--- src/rtl/register_scoreboard_pkg.sv ---
// Shared types and sizing for the register scoreboard.
// Optional feature macro: SCOREBOARD_BYPASS_EN.
package register_scoreboard_pkg;

    localparam int NUM_REGISTERS = 32;
    localparam int REGISTER_INDEXING_WIDTH = $clog2(NUM_REGISTERS);
    localparam int COUNT_WIDTH = 2;
    localparam int INFLIGHT_WIDTH = REGISTER_INDEXING_WIDTH + COUNT_WIDTH;

    typedef logic [REGISTER_INDEXING_WIDTH-1:0] reg_index_t;
    typedef logic [COUNT_WIDTH-1:0] pend_count_t;
    typedef logic [INFLIGHT_WIDTH-1:0] inflight_t;

    localparam pend_count_t COUNT_MAX = '1;

endpackage

--- src/rtl/register_scoreboard_if.sv ---
// Issue / writeback / flush bundle between decode and the scoreboard.
// Optional feature macro: SCOREBOARD_BYPASS_EN (no effect on this bundle).
interface register_scoreboard_if;
    import register_scoreboard_pkg::*;

    logic       issue_valid;
    reg_index_t issue_rs1;
    logic       issue_rs1_used;
    reg_index_t issue_rs2;
    logic       issue_rs2_used;
    reg_index_t issue_rd;
    logic       issue_rd_en;
    logic       stall_issue;
    logic       wb_activate;
    reg_index_t wb_register;
    logic       flush;

    modport master (
        output issue_valid, issue_rs1, issue_rs1_used,
        output issue_rs2, issue_rs2_used, issue_rd, issue_rd_en,
        output wb_activate, wb_register, flush,
        input  stall_issue
    );

    modport slave (
        input  issue_valid, issue_rs1, issue_rs1_used,
        input  issue_rs2, issue_rs2_used, issue_rd, issue_rd_en,
        input  wb_activate, wb_register, flush,
        output stall_issue
    );

endinterface

--- src/rtl/scoreboard_counter.sv ---
// Pending-write counter for one architectural register.
// Optional feature macro: SCOREBOARD_BYPASS_EN (no effect here).
module scoreboard_counter
    import register_scoreboard_pkg::*;
(
    input  logic        clk,
    input  logic        rst,
    input  logic        flush,
    input  logic        inc,
    input  logic        dec,
    output pend_count_t count
);

    // Simultaneous inc/dec cancel; decrement at zero is a stale writeback.
    always_ff @(posedge clk) begin
        if (rst || flush) begin
            count <= '0;
        end else if (inc && !dec && count != COUNT_MAX) begin
            count <= count + 1'b1;
        end else if (dec && !inc && count != '0) begin
            count <= count - 1'b1;
        end
    end

endmodule

--- src/rtl/register_scoreboard.sv ---
// In-flight destination tracker; stalls issue on RAW hazards and full counters.
// Optional feature macro: SCOREBOARD_BYPASS_EN enables same-cycle writeback bypass.
module register_scoreboard
    import register_scoreboard_pkg::*;
(
    input  logic                     clk,
    input  logic                     rst,
    register_scoreboard_if.slave     sb,
    output logic [NUM_REGISTERS-1:0] busy,
    output inflight_t                inflight_count
);

    logic [NUM_REGISTERS-1:0][COUNT_WIDTH-1:0] cnt;

    pend_count_t rs1_cnt;
    pend_count_t rs2_cnt;
    pend_count_t rd_cnt;
    pend_count_t wb_cnt;
    logic        rs1_byp;
    logic        rs2_byp;
    logic        rs1_haz;
    logic        rs2_haz;
    logic        dst_full;
    logic        issue_fire;
    logic        inc_en;
    logic        retire;
    logic        dec_eff;

    assign cnt[0] = '0;

    for (genvar i = 1; i < NUM_REGISTERS; i++) begin : g_cnt
        scoreboard_counter u_cnt (
            .clk   (clk),
            .rst   (rst),
            .flush (sb.flush),
            .inc   (inc_en && sb.issue_rd == reg_index_t'(i)),
            .dec   (retire && sb.wb_register == reg_index_t'(i)),
            .count (cnt[i])
        );
    end

    always_comb begin
        rs1_cnt = cnt[sb.issue_rs1];
        rs2_cnt = cnt[sb.issue_rs2];
        rd_cnt  = cnt[sb.issue_rd];
        wb_cnt  = cnt[sb.wb_register];
        retire  = sb.wb_activate && sb.wb_register != '0;
`ifdef SCOREBOARD_BYPASS_EN
        rs1_byp = retire && sb.wb_register == sb.issue_rs1 && rs1_cnt == 1;
        rs2_byp = retire && sb.wb_register == sb.issue_rs2 && rs2_cnt == 1;
`else
        rs1_byp = 1'b0;
        rs2_byp = 1'b0;
`endif
        rs1_haz = sb.issue_rs1_used && sb.issue_rs1 != '0
                  && rs1_cnt != '0 && !rs1_byp;
        rs2_haz = sb.issue_rs2_used && sb.issue_rs2 != '0
                  && rs2_cnt != '0 && !rs2_byp;
        dst_full = sb.issue_rd_en && sb.issue_rd != '0
                   && rd_cnt == COUNT_MAX;
        sb.stall_issue = rst || sb.flush
                         || (sb.issue_valid && (rs1_haz || rs2_haz || dst_full));
        issue_fire = sb.issue_valid && !sb.stall_issue;
        inc_en = issue_fire && sb.issue_rd_en && sb.issue_rd != '0;
        // Retire at zero only counts when it cancels a same-register issue.
        dec_eff = retire && (wb_cnt != '0
                  || (inc_en && sb.issue_rd == sb.wb_register));
    end

    always_comb begin
        for (int i = 0; i < NUM_REGISTERS; i++) begin
            busy[i] = cnt[i] != '0;
        end
    end

    always_ff @(posedge clk) begin
        if (rst || sb.flush) begin
            inflight_count <= '0;
        end else if (inc_en && !dec_eff) begin
            inflight_count <= inflight_count + 1'b1;
        end else if (dec_eff && !inc_en) begin
            inflight_count <= inflight_count - 1'b1;
        end
    end

endmodule

--- src/flat_wrapper.sv ---
// flat-port wrapper written by rule: the top's interface ports become plain ports
module register_scoreboard_flat import register_scoreboard_pkg::*;
  (clk, rst, busy, inflight_count, sb_issue_valid, sb_issue_rs1, sb_issue_rs1_used, sb_issue_rs2, sb_issue_rs2_used, sb_issue_rd, sb_issue_rd_en, sb_wb_activate, sb_wb_register, sb_flush, sb_stall_issue);
  register_scoreboard_if sb_i ();
  input  logic clk;
  input  logic rst;
  output logic [NUM_REGISTERS-1:0] busy;
  output inflight_t inflight_count;
  input wire logic [$bits(sb_i.issue_valid)-1:0] sb_issue_valid;
  input wire logic [$bits(sb_i.issue_rs1)-1:0] sb_issue_rs1;
  input wire logic [$bits(sb_i.issue_rs1_used)-1:0] sb_issue_rs1_used;
  input wire logic [$bits(sb_i.issue_rs2)-1:0] sb_issue_rs2;
  input wire logic [$bits(sb_i.issue_rs2_used)-1:0] sb_issue_rs2_used;
  input wire logic [$bits(sb_i.issue_rd)-1:0] sb_issue_rd;
  input wire logic [$bits(sb_i.issue_rd_en)-1:0] sb_issue_rd_en;
  input wire logic [$bits(sb_i.wb_activate)-1:0] sb_wb_activate;
  input wire logic [$bits(sb_i.wb_register)-1:0] sb_wb_register;
  input wire logic [$bits(sb_i.flush)-1:0] sb_flush;
  output wire logic [$bits(sb_i.stall_issue)-1:0] sb_stall_issue;
  assign sb_i.issue_valid = sb_issue_valid;
  assign sb_i.issue_rs1 = sb_issue_rs1;
  assign sb_i.issue_rs1_used = sb_issue_rs1_used;
  assign sb_i.issue_rs2 = sb_issue_rs2;
  assign sb_i.issue_rs2_used = sb_issue_rs2_used;
  assign sb_i.issue_rd = sb_issue_rd;
  assign sb_i.issue_rd_en = sb_issue_rd_en;
  assign sb_i.wb_activate = sb_wb_activate;
  assign sb_i.wb_register = sb_wb_register;
  assign sb_i.flush = sb_flush;
  assign sb_stall_issue = sb_i.stall_issue;
  register_scoreboard u_core (.clk(clk), .rst(rst), .sb(sb_i), .busy(busy), .inflight_count(inflight_count));
endmodule
--- config.mk ---
export PLATFORM = sky130hd
export DESIGN_NAME = register_scoreboard_flat
export DESIGN_NICKNAME = d
export VERILOG_FILES = /design/src/rtl/register_scoreboard_pkg.sv /design/src/rtl/register_scoreboard_if.sv /design/src/rtl/scoreboard_counter.sv /design/src/rtl/register_scoreboard.sv /design/src/flat_wrapper.sv
export SDC_FILE = /design/constraint.sdc
export NUM_CORES = 1
export LEC_CHECK = 0
export ABC_AREA = 1
export CAP_MARGIN = 20
export CORE_MARGIN = 3
export CORE_UTILIZATION = 53
export DETAILED_ROUTE_END_ITERATION = 10
export GPL_TIMING_DRIVEN = 0
export PLACE_DENSITY = 0.88
export SLEW_MARGIN = 25
export SYNTH_ARGS = -nofsm -noshare
export SYNTH_HDL_FRONTEND = slang
export SYNTH_SLANG_ARGS = --single-unit
--- constraint.sdc ---
create_clock -name clk -period 4.4 [get_ports clk]
set_input_delay 0.88 -clock clk [delete_from_list [all_inputs] [get_ports clk]]
set_output_delay 0.88 -clock clk [all_outputs]
set_load 0.02 [all_outputs]
Word-level counts from Yosys, hierarchy flattened
Index checks and enable logic that the tools add are counted.
{"block": "classes", "n_mux": 72, "div_mod_pow": 0, "reduce_logical": 341, "n_shift": 0, "n_lt_le_gt_ge": 4, "bitwise": 0, "add_sub_neg": 64, "multipliers": 0, "n_eq_ne": 95}
{"operator": "logical AND 1 bit", "count": 201}
{"operator": "equality test 5 bit (second input constant)", "count": 32}
{"operator": "two-way mux 2 bit", "count": 66}
{"operator": "nonzero test 2 bit", "count": 66}
{"operator": "equality test 5 x 4 -> 1 bit (second input constant)", "count": 16}
{"operator": "zero test 1 bit", "count": 65}
{"operator": "adder 2 x 1 -> 2 bit (second input constant)", "count": 31}
{"operator": "!= test 2 bit (second input constant)", "count": 31}
{"operator": "subtractor 2 x 1 -> 2 bit (second input constant)", "count": 31}
{"operator": "binary-select mux 2 bit (select 5 bit)", "count": 4}
{"operator": "equality test 5 x 3 -> 1 bit (second input constant)", "count": 8}
{"operator": "less-than comparator 5 x 6 -> 1 bit (second input constant)", "count": 4}
{"operator": "equality test 5 x 2 -> 1 bit (second input constant)", "count": 4}
{"operator": "nonzero test 5 bit", "count": 4}
{"operator": "two-way mux 7 bit", "count": 2}
{"operator": "equality test 5 x 1 -> 1 bit (second input constant)", "count": 2}
{"operator": "adder 7 x 1 -> 7 bit (second input constant)", "count": 1}
{"operator": "subtractor 7 x 1 -> 7 bit (second input constant)", "count": 1}
{"operator": "equality test 5 bit", "count": 1}
{"operator": "logical OR 1 bit", "count": 5}
{"operator": "equality test 2 bit (second input constant)", "count": 1}
{"block": "word_totals", "word_cells": 608, "memories": 0, "ramBits": 0, "latch_bits": 0, "out_inout_bits": 40, "ff_bits": 69, "romBits": 0}

Longest topological paths before layout
{"block": "logic_depth", "word_depth": 18, "ltp_mapped": 34}

By module
Synthesis repeated with hierarchy kept, for this count alone.
{"block": "hier_totals", "hier_cells": 1223, "hier_area_um2": 6815.3}
{"mod": "scoreboard_counter", "instances": 31, "area_each_um2": 123.9, "cells_per_inst": 19}
{"mod": "register_scoreboard", "instances": 1, "area_each_um2": 2975.4, "cells_per_inst": 634}

Worst setup path before layout
No wires, ideal clock.
{"block": "synth_timing", "kind": "in2reg", "from": "input sb_issue_rd[0]", "to": "register u_core.inflight_count[6]", "required_ns": 4.281, "slack_ns": 0.230, "t_arrival_ns": 4.050, "setup_time_ns": 0.119, "path_stages": 30, "n_path_buf": 3, "cell_sequence": "buf_6 -> buf_6 -> nand2_2 -> inv_2 -> nand3_1 -> nand3_1 -> nor2_1 -> nand2_1 -> nand2_1 -> nand2_1 -> nand3_1 -> nand3_2 -> nand2_2 -> nand3_2 -> inv_4 -> buf_6 -> nand3_1 -> o21ai_1 -> nand2_1 -> ha_1 -> inv_1 -> ha_1 -> a21o_1 -> a21oi_1 -> o21ai_0 -> a21oi_1 -> o21ai_0 -> a21o_1 -> o21ai_0 -> a21oi_1"}
{"block": "synth_via", "elab_chain_cells": 17, "elab_cells_between_ends": 23}
{"element": "start, declared", "line_no": "flat_wrapper.sv:14", "source": "input wire logic [$bits(sb_i.issue_rd)-1:0] sb_issue_rd;"}
{"element": "binary-select mux 2 bit (select 5 bit)", "line_no": "register_scoreboard.sv:45", "source": "rd_cnt = cnt[sb.issue_rd];"}
{"element": "two-way mux 2 bit (implied by the code)", "line_no": "register_scoreboard.sv:45"}
{"element": "equality test 2 bit", "line_no": "register_scoreboard.sv:60", "source": "&& rd_cnt == COUNT_MAX;"}
{"element": "logical AND 1 bit", "line_no": "register_scoreboard.sv:60"}
{"element": "logical OR 1 bit", "line_no": "register_scoreboard.sv:62", "source": "|| (sb.issue_valid && (rs1_haz || rs2_haz || dst_full));"}
{"element": "logical AND 1 bit", "line_no": "register_scoreboard.sv:62"}
{"element": "logical OR 1 bit", "line_no": "register_scoreboard.sv:62"}
{"element": "zero test 1 bit", "line_no": "register_scoreboard.sv:63", "source": "issue_fire = sb.issue_valid && !sb.stall_issue;"}
{"element": "logical AND 1 bit", "line_no": "register_scoreboard.sv:63"}
{"element": "logical AND 1 bit (2 in a row)", "line_no": "register_scoreboard.sv:64", "source": "inc_en = issue_fire && sb.issue_rd_en && sb.issue_rd != '0;"}
{"element": "logical AND 1 bit", "line_no": "register_scoreboard.sv:67", "source": "|| (inc_en && sb.issue_rd == sb.wb_register));"}
{"element": "logical OR 1 bit", "line_no": "register_scoreboard.sv:67"}
{"element": "logical AND 1 bit", "line_no": "register_scoreboard.sv:66", "source": "dec_eff = retire && (wb_cnt != '0"}
{"element": "zero test 1 bit", "line_no": "register_scoreboard.sv:79", "source": "end else if (inc_en && !dec_eff) begin"}
{"element": "logical AND 1 bit", "line_no": "register_scoreboard.sv:79"}
{"element": "two-way mux 7 bit / nonzero test 2 bit (equally long branches)"}
{"element": "end signal, assigned", "line_no": "register_scoreboard.sv:80", "source": "inflight_count <= inflight_count + 1'b1;"}
{"element": "end signal, assigned", "line_no": "register_scoreboard.sv:82", "source": "inflight_count <= inflight_count - 1'b1;"}
{"element": "end, declared", "line_no": "register_scoreboard.sv:10", "source": "output inflight_t inflight_count"}
Several ways; a longest one is shown, not always the timed one. The select of a mux whose other input is x is not followed.
A chain may end at the register's enable or synchronous reset.

Final worst setup path
Same ends and word-level chain as after synthesis.

==> metrics.md <==
| Metric | Value |
|---|---|
| Status | finished, final reports clean |
| Max Clk Rate | 228 MHz |
| Clock-pin slew reported for the worst setup and hold paths after clock tree synthesis | 0.06 ns |
| DP Cell Count | 1323 |
| Clk sink count | 69 |
| Hold Path Class | register to register |
| CTS Buffer Depth | 2 |
| Final nets | 1236 |
| CP max stage delay | 0.37 ns |
| Initial Util | 54.8% |
| Min Clock Period, post-route | 4.39 ns |
| Mean Syn Cell Area | 5.66 um^2 |
| Area share of the largest cell type after synthesis | 21.9% |
| Core outline area | 0.0115 mm^2 |
| R2R Setup Slk | 0.22 ns |
| DR vias/cell | 6.10 |
| Die area | 0.0133 mm^2 |
| Final Skew | 0.00711 ns |
| H-tree levels | 3 |
| Fillcell total | 1063 |
| Diode count | 0 |
| Die Height | 115 um |
| Max_slew headroom | 44.3% |
| Fin. Hold Viols | 0 |
| Gr ovfl total | 0 |
| R2r worst-path depth | 28 |
| TritonCTS Buffers | 9 |
| Pwr/cell area | 227 mW/mm^2 |
| Largest net degree at the start of global routing | 12 |
| Synth Instances | 1115 |
| # setup viols final | 0 |
| WL final | 26400 um |
| Leak Pwr | 0.00356 uW |
| Number of cells on the worst hold path | 2 |
| Post-cts hold buffer count | 0 |
| Drt first pass iters | 6 |
| Crit Path Max Fanout | 10 |
| Ranking of synthesized cells by area | dfxtp_1, nand2_1, nand3_1 |
| Synth cell types | 42 |
| Predominant post-synthesis flop cell | dfxtp_1 |
| Share of layout cells above drive strength 1 | 9.71% |
| Fin. max-slew vios | 0 |
| I/O pin count | 68 |
| 1st-iter DRT viols | 1292 |
| Worst endpoint required time | 4.68 ns |
| Critical path launch point type | input port |
| Kind of critical path | input port to register |
| Root buf cell | clkbuf_16 |
| VDD IR max | 0.179 mV |
| IO Port Bufs | 65 |
| Synth area leader | dfxtp_1 |
| Yosys warning count | 0 |
| DIE WIDTH | 115 um |
| Initial antenna violation count | 0 |
| DRC errors left | 0 |
| Mapped Area | 0.00631 mm^2 |
| Crit. End Element | register |
| Vias in the first global route | 7250 |
| Most frequent cells in the layout | nand2_1, nor2_1, inv_1 |
| Area Growth Syn to Fin | 22.7% |
| Number of non-filler instances in the completed layout | 1348 |
| Synth Register Bits | 69 |
| Antenna-violating nets left | 0 |
| Total GRT Usage | 39.6% |
| Commonest non-fill, non-tap cell in the layout | nand2_1 |
| Gpl congestion | 1.04 |
| CTS tree | done |
| Setup_tns | 0 ns |
| Average wire per standard cell | 19.6 um |
| CP arrival | 4.67 ns |
| Util after Layout | 67.2% |
| Crit-path slowest cell | fa_2 |
| Multi-input gate area | 0.00433 mm^2 |
| Number of synthesized flops with an enable pin | 0 |
| Dpl hpwl | 19600 um |
| Worst skew pair latency | 0.35 ns |
| Synthesized Nets | 1151 |
| Row cnt | 39 |
| Worst-Margin Slew | 0.835 ns |
| MaxCap Viol Count | 0 |
| Total vias in the final route | 8219 |
| Post-synth ARST share | 0% |
| Total power | 1760 uW |
| CP dominant cell by count | nand2_1 |
| First-pass GRT wire length | 40200 um |
| Final worst-path cycle share | 99.9% |
| Reg area | 0.00138 mm^2 |
| Sequential element share of the synthesized area | 21.9% |
[cell usage after synthesis (2+ instances only)]
library cell and n:
nand4_1 35, o21ai_0 28, buf_4 2, nor2_1 144, a21oi_1 54, nand2_2 3
dfxtp_1 69, o22ai_1 4, inv_1 126, clkbuf_1 16, nand2_1 367, a21o_1 2
nand3b_4 10, ha_1 7, nand3_2 2, xor2_1 4, clkinv_1 2, nand3b_1 8
o211ai_1 6, nand3_1 109, a31oi_1 27, nor3_1 24, a221oi_1 5, buf_6 5
o221ai_1 3, o21ai_1 5, a22oi_1 4, buf_2 11, buf_1 4, nand3b_2 8
inv_2 10
[per-layer routing]
layer  track usage (%)  up-vias  wire (um)
met4              19.8        0       1320
met3              8.21       99       3510
met5                 0        -          0
li1                  -     3821          -
met2              57.4      601      11000
met1              55.5     3698      10600
[what timing repair did]
action                                  in CTS  in global routing
buffers inserted                             6                  2
gates resized for setup                     62                 42
cloned                                       0                  1
pin swaps                                    6                  4
endpoints found under the setup margin       6                  2
[state kept, by name, summed over array words and instances (netlist names)]
name and count:
u_core.inflight_count 7, u_core.g_cnt.u_cnt.count 62
[worst max-delay path: cells and delay by family]
family | cells | cell delay (ns)
AO/OA/AOI/OAI | 10 | 1.31
buffers and inverters | 6 | 0.76
adder cells (fa/ha/maj) | 2 | 0.53
AND/OR/NAND/NOR | 12 | 1.18
[cell type report]
type | instances | share of cell area, %
clock inverter | 4 | 0.905
timing repair buffer | 74 | 9.03
tap | 143 | 2.31
sequential | 69 | 17.8
inverter | 139 | 6.92
buffer | 39 | 3.80
clock buffer | 12 | 3.31
multi-input combinational | 868 | 55.9
[logic make-up (layout without fill, tap and decap cells)]
| logic type | after synthesis | after routing | share of synthesized area (%) |
|---|---|---|---|
| compound gates | 141 | 141 | 12.9 |
| xor+xnor | 5 | 5 | 0.694 |
| fa+ha+maj | 8 | 8 | 1.71 |
| buf+inv | 178 | 268 | 11.8 |
| flops | 69 | 69 | 21.9 |
| other cells | 1 | 1 | 0.0594 |
| simple gates | 713 | 713 | 50.9 |
[report_power, final]
| group | leakage [uW] | total [uW] | internal [uW] | switching, uW |
|---|---|---|---|---|
| combinational | 0.00284 | 305 | 96.1 | 209 |
| sequential | 0.000556 | 630 | 627 | 3.08 |
| clock | 0.000163 | 824 | 526 | 298 |
[path summary, 6_finish.rpt]
path                                        start                               to
setup / recovery                   sb_issue_rd[0]         u_core.inflight_count[6]
hold / removal    u_core.g_cnt[26].u_cnt.count[1]  u_core.g_cnt[26].u_cnt.count[1]
setup reg to reg   u_core.g_cnt[8].u_cnt.count[1]         u_core.inflight_count[6]
hold reg to reg   u_core.g_cnt[26].u_cnt.count[1]  u_core.g_cnt[26].u_cnt.count[1]
[per-stage QoR]
stage	hold slack [ns]	setup slack, ns	cell area (um^2)
6_report	0.464	0.00577	7740
5_1_grt	0.473	-0.0852	7740
4_1_cts	0.465	0.0566	7620
3_5_place_dp	0.457	-1.21	7140
3_3_place_gp	0.445	-1.11	7140
2_1_floorplan	0.436	0.230	6310
(Power assumes the default switching activity.)
